## config.mk

```make
export PLATFORM = sky130hd
export DESIGN_NAME = count_down_ctrl
export DESIGN_NICKNAME = d
export VERILOG_FILES = /design/src/rtl/count_down_ctrl.sv
export SDC_FILE = /design/constraint.sdc
export NUM_CORES = 1
export LEC_CHECK = 0
export BUFFER_PORTS_ARGS = -buffer_cell sky130_fd_sc_hd__clkbuf_2
export CAP_MARGIN = 10
export CORE_ASPECT_RATIO = 1.5
export CORE_MARGIN = 2
export CORE_UTILIZATION = 55
export CTS_CLUSTER_DIAMETER = 50
export DETAILED_ROUTE_END_ITERATION = 10
export GPL_TIMING_DRIVEN = 0
export HOLD_SLACK_MARGIN = 0.05
export PLACE_DENSITY_LB_ADDON = 0.2
export SETUP_SLACK_MARGIN = 0.2
export SYNTH_ARGS = -nofsm -noshare
export SYNTH_HDL_FRONTEND = slang
export SYNTH_SLANG_ARGS = --single-unit
export TNS_END_PERCENT = 100
```

## constraint.sdc

```tcl
create_clock -name clk -period 2.4 [get_ports clk]
set_input_delay 0.48 -clock clk [delete_from_list [all_inputs] [get_ports clk]]
set_output_delay 0.48 -clock clk [all_outputs]
set_load 0.01 [all_outputs]
```

## src/rtl/count_down_ctrl.sv

```systemverilog
// Countdown controller: loads seconds, counts down at 1 Hz from CLK_HZ, shows two BCD digits.
// On reaching 00 it enables the beep stage until beep_over or an alarm timeout, then returns to idle.
module count_down_ctrl #(
  parameter int CLK_HZ      = 1000,
  parameter int DEFAULT_SEC = 30,
  parameter int MAX_SEC     = 99,
  parameter int ALARM_MAX   = 8000
) (
  input  logic       clk,
  input  logic       st,
  input  logic       start,
  input  logic       pause,
  input  logic [6:0] load_val,
  input  logic       beep_over,
  output logic [3:0] sec_tens,
  output logic [3:0] sec_ones,
  output logic       running,
  output logic       beep_st,
  output logic       done
);

  localparam int TW = (CLK_HZ > 1) ? $clog2(CLK_HZ) : 1;
  localparam int AW = (ALARM_MAX > 1) ? $clog2(ALARM_MAX) : 1;
  localparam logic [TW-1:0] TICK_LAST  = TW'(CLK_HZ - 1);
  localparam logic [AW-1:0] ALARM_LAST = AW'(ALARM_MAX - 1);
  localparam logic [6:0]    MAX_V      = 7'(MAX_SEC);
  localparam logic [3:0]    RST_TENS   = 4'(DEFAULT_SEC / 10);
  localparam logic [3:0]    RST_ONES   = 4'(DEFAULT_SEC % 10);

  typedef enum logic [1:0] {IDLE, RUN, PAUSE, ALARM} state_t;

  state_t        state_q, state_d;
  logic [TW-1:0] tick_q, tick_d;
  logic [AW-1:0] timer_q, timer_d;
  logic [3:0]    tens_q, tens_d, ones_q, ones_d;
  logic          running_q, running_d;
  logic          beep_st_q, beep_st_d;
  logic          done_q, done_d;

  logic [6:0] load_v;
  logic [3:0] load_tens, load_ones, dec_tens, dec_ones;
  logic       wrap, dec_zero;

  always_comb begin
    load_v    = (load_val > MAX_V) ? MAX_V : load_val;
    load_tens = 4'(load_v / 7'd10);
    load_ones = 4'(load_v % 7'd10);
    wrap      = (tick_q == TICK_LAST);
    // BCD borrow: ones rolls 0 -> 9 and takes one from tens
    if (ones_q == 4'd0) begin
      dec_ones = 4'd9;
      dec_tens = tens_q - 4'd1;
    end else begin
      dec_ones = ones_q - 4'd1;
      dec_tens = tens_q;
    end
    dec_zero = (dec_tens == 4'd0) && (dec_ones == 4'd0);
  end

  always_comb begin
    state_d = state_q;
    tick_d  = tick_q;
    timer_d = timer_q;
    tens_d  = tens_q;
    ones_d  = ones_q;
    done_d  = 1'b0;
    case (state_q)
      IDLE: begin
        if (start) begin
          tens_d  = load_tens;
          ones_d  = load_ones;
          tick_d  = '0;
          state_d = (load_v == 7'd0) ? ALARM : RUN;
        end
      end
      RUN: begin
        if (wrap) begin
          tick_d = '0;
          tens_d = dec_tens;
          ones_d = dec_ones;
          // reaching 00 takes priority over a coincident pause
          if (dec_zero)   state_d = ALARM;
          else if (pause) state_d = PAUSE;
        end else if (pause) begin
          state_d = PAUSE;
        end else begin
          tick_d = tick_q + 1'b1;
        end
      end
      PAUSE: begin
        if (start || pause) state_d = RUN;
      end
      ALARM: begin
        if (beep_over || (timer_q == ALARM_LAST)) begin
          state_d = IDLE;
          timer_d = '0;
          done_d  = 1'b1;
        end else begin
          timer_d = timer_q + 1'b1;
        end
      end
      default: state_d = IDLE;
    endcase
    running_d = (state_d == RUN);
    beep_st_d = (state_d == ALARM);
  end

  always_ff @(posedge clk or negedge st) begin
    if (!st) begin
      state_q   <= IDLE;
      tick_q    <= '0;
      timer_q   <= '0;
      tens_q    <= RST_TENS;
      ones_q    <= RST_ONES;
      running_q <= 1'b0;
      beep_st_q <= 1'b0;
      done_q    <= 1'b0;
    end else begin
      state_q   <= state_d;
      tick_q    <= tick_d;
      timer_q   <= timer_d;
      tens_q    <= tens_d;
      ones_q    <= ones_d;
      running_q <= running_d;
      beep_st_q <= beep_st_d;
      done_q    <= done_d;
    end
  end

  assign sec_tens = tens_q;
  assign sec_ones = ones_q;
  assign running  = running_q;
  assign beep_st  = beep_st_q;
  assign done     = done_q;

endmodule
```

[After elaboration in Yosys (flattened, before gate mapping)]
Cells that the tools add are included.
Storage, ports and cells
  output and inout bits: 11
  bits of input ports: 12
  word-level logic and storage cells: 60
  flip-flop bits (word level): 36
Cells by class
  reduce and logical (&&, ||, !) cells: 11
  div/mod/pow operators: 2
  $lt $le $gt $ge: 1
  mux-type cells: 24
  equality and inequality tests: 10
  add/subtract/negate cells: 4
Operators by type and width (count)
  two-way mux 10 bit: 3
  two-way mux 4 bit: 6
  case mux 10 bit (2 select lines): 1
  case mux 4 bit (2 select lines): 2
  two-way mux 2 bit: 7
  adder 13 x 1 -> 13 bit (second input constant): 1
  == test 13 bit (second input constant): 1
  two-way mux 13 bit: 1
  zero test 4 bit: 3
  adder 10 x 1 -> 10 bit (second input constant): 1
  == test 10 bit (second input constant): 1
  case mux 2 bit (4 select lines): 1
  subtractor 4 x 1 -> 4 bit (second input constant): 2
  divider 7 x 4 -> 7 bit (second input constant): 1
  greater-than comparator 7 bit (second input constant): 1
  zero test 7 bit: 1
  modulo 7 x 4 -> 7 bit (second input constant): 1
  two-way mux 7 bit: 1
  == test 2 bit (second input constant): 3
  AND reduction 3 bit: 2
  == test 2 x 1 -> 1 bit (second input constant): 2
  != test 2 bit (second input constant): 2
  != test 3 bit (second input constant): 1
  zero test 2 bit: 1
  other kinds (4): 6

[Logic depth before layout (Yosys ltp)]
Gate-level depths: netlist (run 1).
  depth in word-level cells: 8
  gate-level depth with buffers: 17
  depth with buffers taken out: 15

[Least setup slack after synthesis (run 1)]
Ideal clock, no wire load.
  path kind: input -> register
  from: input port load_val[4]
  to: register ones_q[2], in the netlist sec_ones[2]
  setup time: 80 ps
  required time: 2320 ps
  stages on the path: 17
  path buffers: 2
  slack: -1533 ps
  data arrival time: 3853 ps
  cell sequence: buf_2 inv_1 o21ai_0 inv_1 ha_1 or2_2 a221o_1 buf_6 mux2i_2 a21oi_1 a31o_2 ha_1 and3_1 a311o_1 o221ai_2 mux2_4 o211ai_2
On the way
  longest elaborated chain between the ends: 5
Ends and longest elaborated chain
  start, declared: RTL line 13  | input logic [6:0] load_val,
  greater-than comparator 7 bit: RTL line 45  | load_v = (load_val > MAX_V) ? MAX_V : load_val;
  two-way mux 7 bit *: RTL line 45
  modulo 7 x 4 -> 7 bit *: RTL line 47  | load_ones = 4'(load_v % 7'd10);
  two-way mux 4 bit *: RTL line 69  | if (start) begin
  case mux 4 bit (2 select lines) *: RTL line 67  | case (state_q)
  end signal, assigned: RTL line 123  | ones_q <= ones_d;
  end, declared: RTL line 35  | logic [3:0] tens_q, tens_d, ones_q, ones_d;
Every way passes the cells marked *; elsewhere a longest branch is shown, timed or not. The select of a mux whose other input is x is not followed.
A chain may end at the register's enable or synchronous reset.

[Worst setup path in the final report (run 1)]
  from: input port load_val[6]
  to: register ones_q[2], in the netlist sec_ones[2]
The elaborated chain is that of the path after synthesis.

==> flow_summary.yaml, run 1 <==
outcome:
  outcome: "finished, violations left"
  failed_checks: "setup timing"
sta:
  slew_headroom_pct: 40.2
  skew_ns: 0.00953
  grt_setup_unrepaired: "true"
  fmax_mhz: 303
  tightest_slew_ns: 0.897
  holdWs_ns: 0.306
  tns_ns: -3.69
  setup_viol: 6
  final_max_slew_viol_count: 0
  setup_slack_ns: -0.902
  finalHoldViolations: 0
  min_period_ns: 3.30
  post-route-period-util_pct: 138
yosys:
  synth_top_area_share_pct: 35.1
  seq_area_frac_synth_pct: 37.3
  synth-main-ff-cell: "dfrtp_1"
  syn-instance-count: 290
  syn-num-nets: 309
  yosys-top-cells-count: "nor2_1 (36), dfrtp_1 (34), nand2_1 (32)"
  synth_edf_count: 0
  syn_area_sq_um: 2420
  synth.area.top_cells: "dfrtp_1 (35%), nor2_1 (5.6%), o21ai_0 (5.0%)"
  synth_top_area_cell: "dfrtp_1"
  postSynthAreaPerCell_sq_um: 8.36
  synth_async_sr_flop_share_pct: 100
  synth_cell_types: 57
  ys_ff_latch: 36
  yosys.cell_count.top_type: "nor2_1"
  yosysWarnings: 0
placed_design:
  dp_hpwl_um: 4050
  io_buffers: 20
  dp.cells: 356
  gp_congestion: 0.845
  post-place-ws_ns: -1.52
critical_path:
  worstReg2RegStart: "tick_q[0]$_DFFE_PN0P_"
  startpoint_type: "input pin"
  required_ns: 2.62
  criticalPathCategory: "in2reg"
  cp.arrival_ns: 3.52
  worstPathCellList: "buf_8, buf_8, o21ai_4, inv_2, ha_4, or2_4, a221o_1, buf_6, mux2i_4, a21oi_2, a31o_2, ha_4, a21boi_2, a311o_1, o221ai_4, mux2_4, o211ai_2"
  crit_start: "load_val[6]"
  slowest_delay_ns: 0.33
  critPathCaptureType: "flip-flop"
  r2r_setup_slack_ns: 0.03
  crit_slowest_cell: "mux2_4"
  ff2ff_path_depth: 8
  worstPathMaxFanout: 5
  rr_endpoint: "sec_ones[1]$_DFFE_PN0P_"
finish:
  stdcell_count: 386
  num_antenna_cells: 0
  fin_nets: 358
  utilization_pct: 74.6
  drive_above_1_share_pct: 31.5
  area_growth_pct: 30.6
global_routing:
  grt_overflow: 0
  grt_max_degree: 37
  grt_pass1_vias: 2303
  antenna_found_initial: 0
  grt_usage_pct: 25.7
  grt_pass1_wl_um: 10000
clocking:
  cts_tree: "done"
  path_clk_slew_ns: 0.07
  cts_root_buf: "clkbuf_8"
  clock-sinks: 36
  htreeDepth: 2
  cts_made_buffers: 5
  clkLatencyLatePin_ns: 0.29
  postCtsHoldBufs: 0
  clk_path_buf_depth: 2
route:
  drt_wl_total_um: 6150
  dr.pass1.iters: 4
  num_vias: 2320
  wl_per_cell_um: 15.9
  ant_nets: 0
  via_per_inst: 6.01
  drc: 0
  dr.first_iter.drc_count: 79
run:
  maxCapViolations: 0
die:
  core-area_sq_um: 4250
  die_x_um: 58.2
  rows: 29
  initial_utilization_pct: 57.1
  die_h_um: 85.3
  die-area_sq_um: 4960
  num_io_pins: 23
worst_hold_path:
  min_path_type: "in2async"
pwr:
  powerDensity_nw_per_um2: 842
  p_leak_nw: 1.38
  peakVddDrop_v: 0.000749
final cells by class:
type	count	area [sq um]
Sequential cell	36	906
Multi-Input combinational cell	228	1660
Clock buffer	7	76.3
Tap cell	46	57.6
Buffer	14	104
Fill cell	310	1080
Clock inverter	1	5.00
Inverter	12	47.5
Timing Repair Buffer	42	312
power breakdown:
group          switching (mW)  internal, mW
clock network           0.216         0.204
registers               0.169         0.769
logic                   0.749         0.559
worst max path at each step:
stage / slack (ns) / cells after the start / to
floorplan: -1.12 / 17 / sec_ones[2]$_DFFE_PN0P_
global placement: -1.48 / 18 / sec_ones[2]$_DFFE_PN0P_
detailed placement: -1.52 / 18 / sec_ones[2]$_DFFE_PN0P_
CTS: -0.89 / 17 / sec_ones[2]$_DFFE_PN0P_
global route: -1.04 / 18 / sec_ones[1]$_DFFE_PN0P_
finish: -0.90 / 17 / sec_ones[2]$_DFFE_PN0P_
placed cells by master (no fill, tap or decap), drive strengths merged, types with 10 or more instances in the layout:
cell and instances:
inv 12, o21ai 24, nand2 32, a21oi 15
nor3 10, nor2 36, buf 30, clkbuf 33
dfrtp 34
critical path, delay by kind of cell:
family | cells | cell delay [ns]
multiplexers | 2 | 0.51
AND/OR/NAND/NOR | 1 | 0.22
adder cells (fa/ha/maj) | 2 | 0.33
AO/OA/AOI/OAI | 8 | 1.53
buffers and inverters | 4 | 0.43
stage by stage:
step / instance area (sq um) / total power, mW
floorplan: 2500 / 1.69
global placement: 2660 / 1.98
detailed placement: 2660 / 2.01
CTS: 3010 / 2.52
global route: 3170 / 2.84
finish: 3170 / 2.66
sequential cells by signal, summed over array words and instances, names as in the netlist:
name and cells:
timer_q 13, sec_tens 4, state_q 2, beep_st 1, running 1, sec_ones 4, done 1, tick_q 10
cells by family after synthesis:
group / share of synthesized area, %
xor+xnor: 5.42
compound gates: 19.2
simple gates: 27.6
fa+ha+maj: 3.61
flops: 37.3
mux: 2.06
buf+inv: 4.90
what timing repair did:
action                     4_1_cts  5_1_grt
pin swaps                       15        4
resized for setup               31       33
gates cloned                     0        0
setup endpoints to repair       17       18
setup buffers                   18        4
routing by layer:
layer	track usage (%)	part of all wire, %
met1	30.6	41
met2	46.0	54
met3	2.90	2.2
met4	10.1	2.4
met5	0	0
(Power assumes the default switching activity.)
==> run 2: changes to the inputs <==
--- a/config.mk
+++ b/config.mk
@@ -15,7 +15,7 @@
 export GPL_TIMING_DRIVEN = 0
 export HOLD_SLACK_MARGIN = 0.05
 export PLACE_DENSITY_LB_ADDON = 0.2
-export SETUP_SLACK_MARGIN = 0.2
+export SETUP_SLACK_MARGIN = 0.4
 export SYNTH_ARGS = -nofsm -noshare
 export SYNTH_HDL_FRONTEND = slang
 export SYNTH_SLANG_ARGS = --single-unit
==> flow_summary.yaml, run 2 (synthesized netlist as in run 1, its figures left out) <==
sta:
  min_period_ns: 3.31
  post-route-period-util_pct: 138
  final_max_slew_viol_count: 0
  fmax_mhz: 302
  slew_headroom_pct: 39.4
  grt_setup_unrepaired: "true"
  finalHoldViolations: 0
  tightest_slew_ns: 0.909
  skew_ns: 0.00826
  setup_slack_ns: -0.906
  holdWs_ns: 0.310
  setup_viol: 6
pwr:
  powerDensity_nw_per_um2: 879
  p_leak_nw: 1.46
  intPower_mw: 1.70
  p_clk_share_pct: 14.3
  seq_power_share_pct: 31.7
  p_sw_share_pct: 42.3
  peakVddDrop_v: 0.000835
  total_power_mw: 2.94
  p_switching_mw: 1.24
  comb_power_share_pct: 54.0
finish:
  regMostFlops: "timer_q"
  layout_common_cells: "dfrtp_1 (34), nor2_1 (33), nand2_1 (29)"
  largest_reg_flops: 13
  area_growth_pct: 38.0
  final_cell_area_sq_um: 3340
  reg_top3: "timer_q (13), tick_q (10)"
  fin_nets: 370
  drive_above_1_share_pct: 37.5
  final_common_cell: "dfrtp_1"
  num_antenna_cells: 0
die:
  initial_utilization_pct: 57.1
  core-area_sq_um: 4250
  die-area_sq_um: 4960
  rows: 29
  num_io_pins: 23
  die_h_um: 85.3
  die_x_um: 58.2
critical_path:
  criticalPathCategory: "in2reg"
  critPathCaptureType: "flip-flop"
  slowest_delay_ns: 0.33
  startpoint_type: "input pin"
  crit_slowest_cell: "mux2_4"
  required_ns: 2.62
  worstPathCellList: "buf_8, buf_8, o21ai_4, inv_2, ha_4, or2_4, a221o_1, buf_6, mux2i_4, a21oi_2, a31o_2, ha_4, a21boi_2, a311o_1, o221ai_4, mux2_4, o211ai_2"
  cp.arrival_ns: 3.53
  worstPathMaxFanout: 5
route:
  drt_wl_total_um: 6810
  ant_nets: 0
  dr.pass1.iters: 4
  dr.first_iter.drc_count: 105
  via_per_inst: 6.10
  drc: 0
  num_vias: 2428
  wl_per_cell_um: 17.1
clocking:
  cts_made_buffers: 5
  cts_root_buf: "clkbuf_8"
  clock-sinks: 36
  htreeDepth: 2
  path_clk_slew_ns: 0.07
  cts_tree: "done"
  clk_path_buf_depth: 2
  clkLatencyLatePin_ns: 0.29
outcome:
  failed_checks: "setup timing"
  outcome: "finished, violations left"
run:
  maxCapViolations: 0
placed_design:
  dp_hpwl_um: 4050
  gp_congestion: 0.845
  post_dp_cell_area_sq_um: 2660
  io_buffers: 20
global_routing:
  grt_max_degree: 37
  grt_overflow: 0
  grt_pass1_wl_um: 10100
  grt_pass1_vias: 2333
  antenna_found_initial: 0
  grt_usage_pct: 26.0
worst_hold_path:
  min_path_type: "in2async"
## run 2: worst paths after layout
check                                           start                       to  slack [ns]  cells after the start
worst max-delay path                      load_val[6]  sec_ones[2]$_DFFE_PN0P_       -0.91                     17
worst min-delay path                               st   timer_q[6]$_DFFE_PN0P_        0.31                      1
worst max register to register  tick_q[1]$_DFFE_PN0P_  sec_ones[1]$_DFFE_PN0P_        0.11                      8
worst min register to register  tick_q[9]$_DFFE_PN0P_    tick_q[9]$_DFFE_PN0P_        0.49                      1
max in group asynchronous                          st     state_q[1]$_DFF_PN0_        1.52                      1
min in group clk                tick_q[9]$_DFFE_PN0P_    tick_q[9]$_DFFE_PN0P_        0.49                      1
## run 2: worst max-delay path: cells and delay by family
family          cells  cell delay, ns
compound gates      8            1.53
fa+ha+maj           2            0.33
buf+inv             4            0.43
mux                 2            0.51
simple gates        1            0.22
## run 2: final cells by class
cell class	count	area, sq um
Inverter	12	47.5
Sequential cell	36	903
Fill cell	288	901
Clock buffer	7	76.3
Tap cell	46	57.6
Timing Repair Buffer	54	405
Multi-Input combinational cell	228	1740
Clock inverter	1	5.00
Buffer	14	114
## run 2: metal layers
metal	global-route usage [%]	up-vias	routed length, um
met5	0	-	0
met4	10.4	0	171
met3	3.05	21	242
met2	46.6	77	3710
met1	30.9	1166	2680
li1	-	1164	-
## run 2: stage by stage
stage,utilization (%),cells,TNS (ns),setup WS (ns)
global placement,62.7,356,-5.04,-1.48
CTS,71.6,384,-3.62,-0.890
detailed placement,62.7,356,-5.31,-1.52
finish,78.8,398,-3.68,-0.906
global route,78.8,398,-4.20,-1.01
floorplan,-,290,-3.27,-1.12
## run 2: what timing repair did
| action | CTS | global route |
|---|---|---|
| cloned | 0 | 1 |
| setup endpoints to repair | 22 | 29 |
| hold buffers | 0 | 0 |
| pin swaps | 18 | 24 |
| gates resized for setup | 35 | 61 |
| buffers inserted | 20 | 13 |
## run 2: power groups by stage
stage / Clock (mW) / Combinational (mW) / Sequential (mW)
floorplan: 0 / 0.747 / 0.940
global placement: 0 / 1.05 / 0.929
detailed placement: 0 / 1.07 / 0.937
CTS: 0.423 / 1.21 / 0.919
global route: 0.447 / 1.71 / 0.950
finish: 0.422 / 1.59 / 0.931
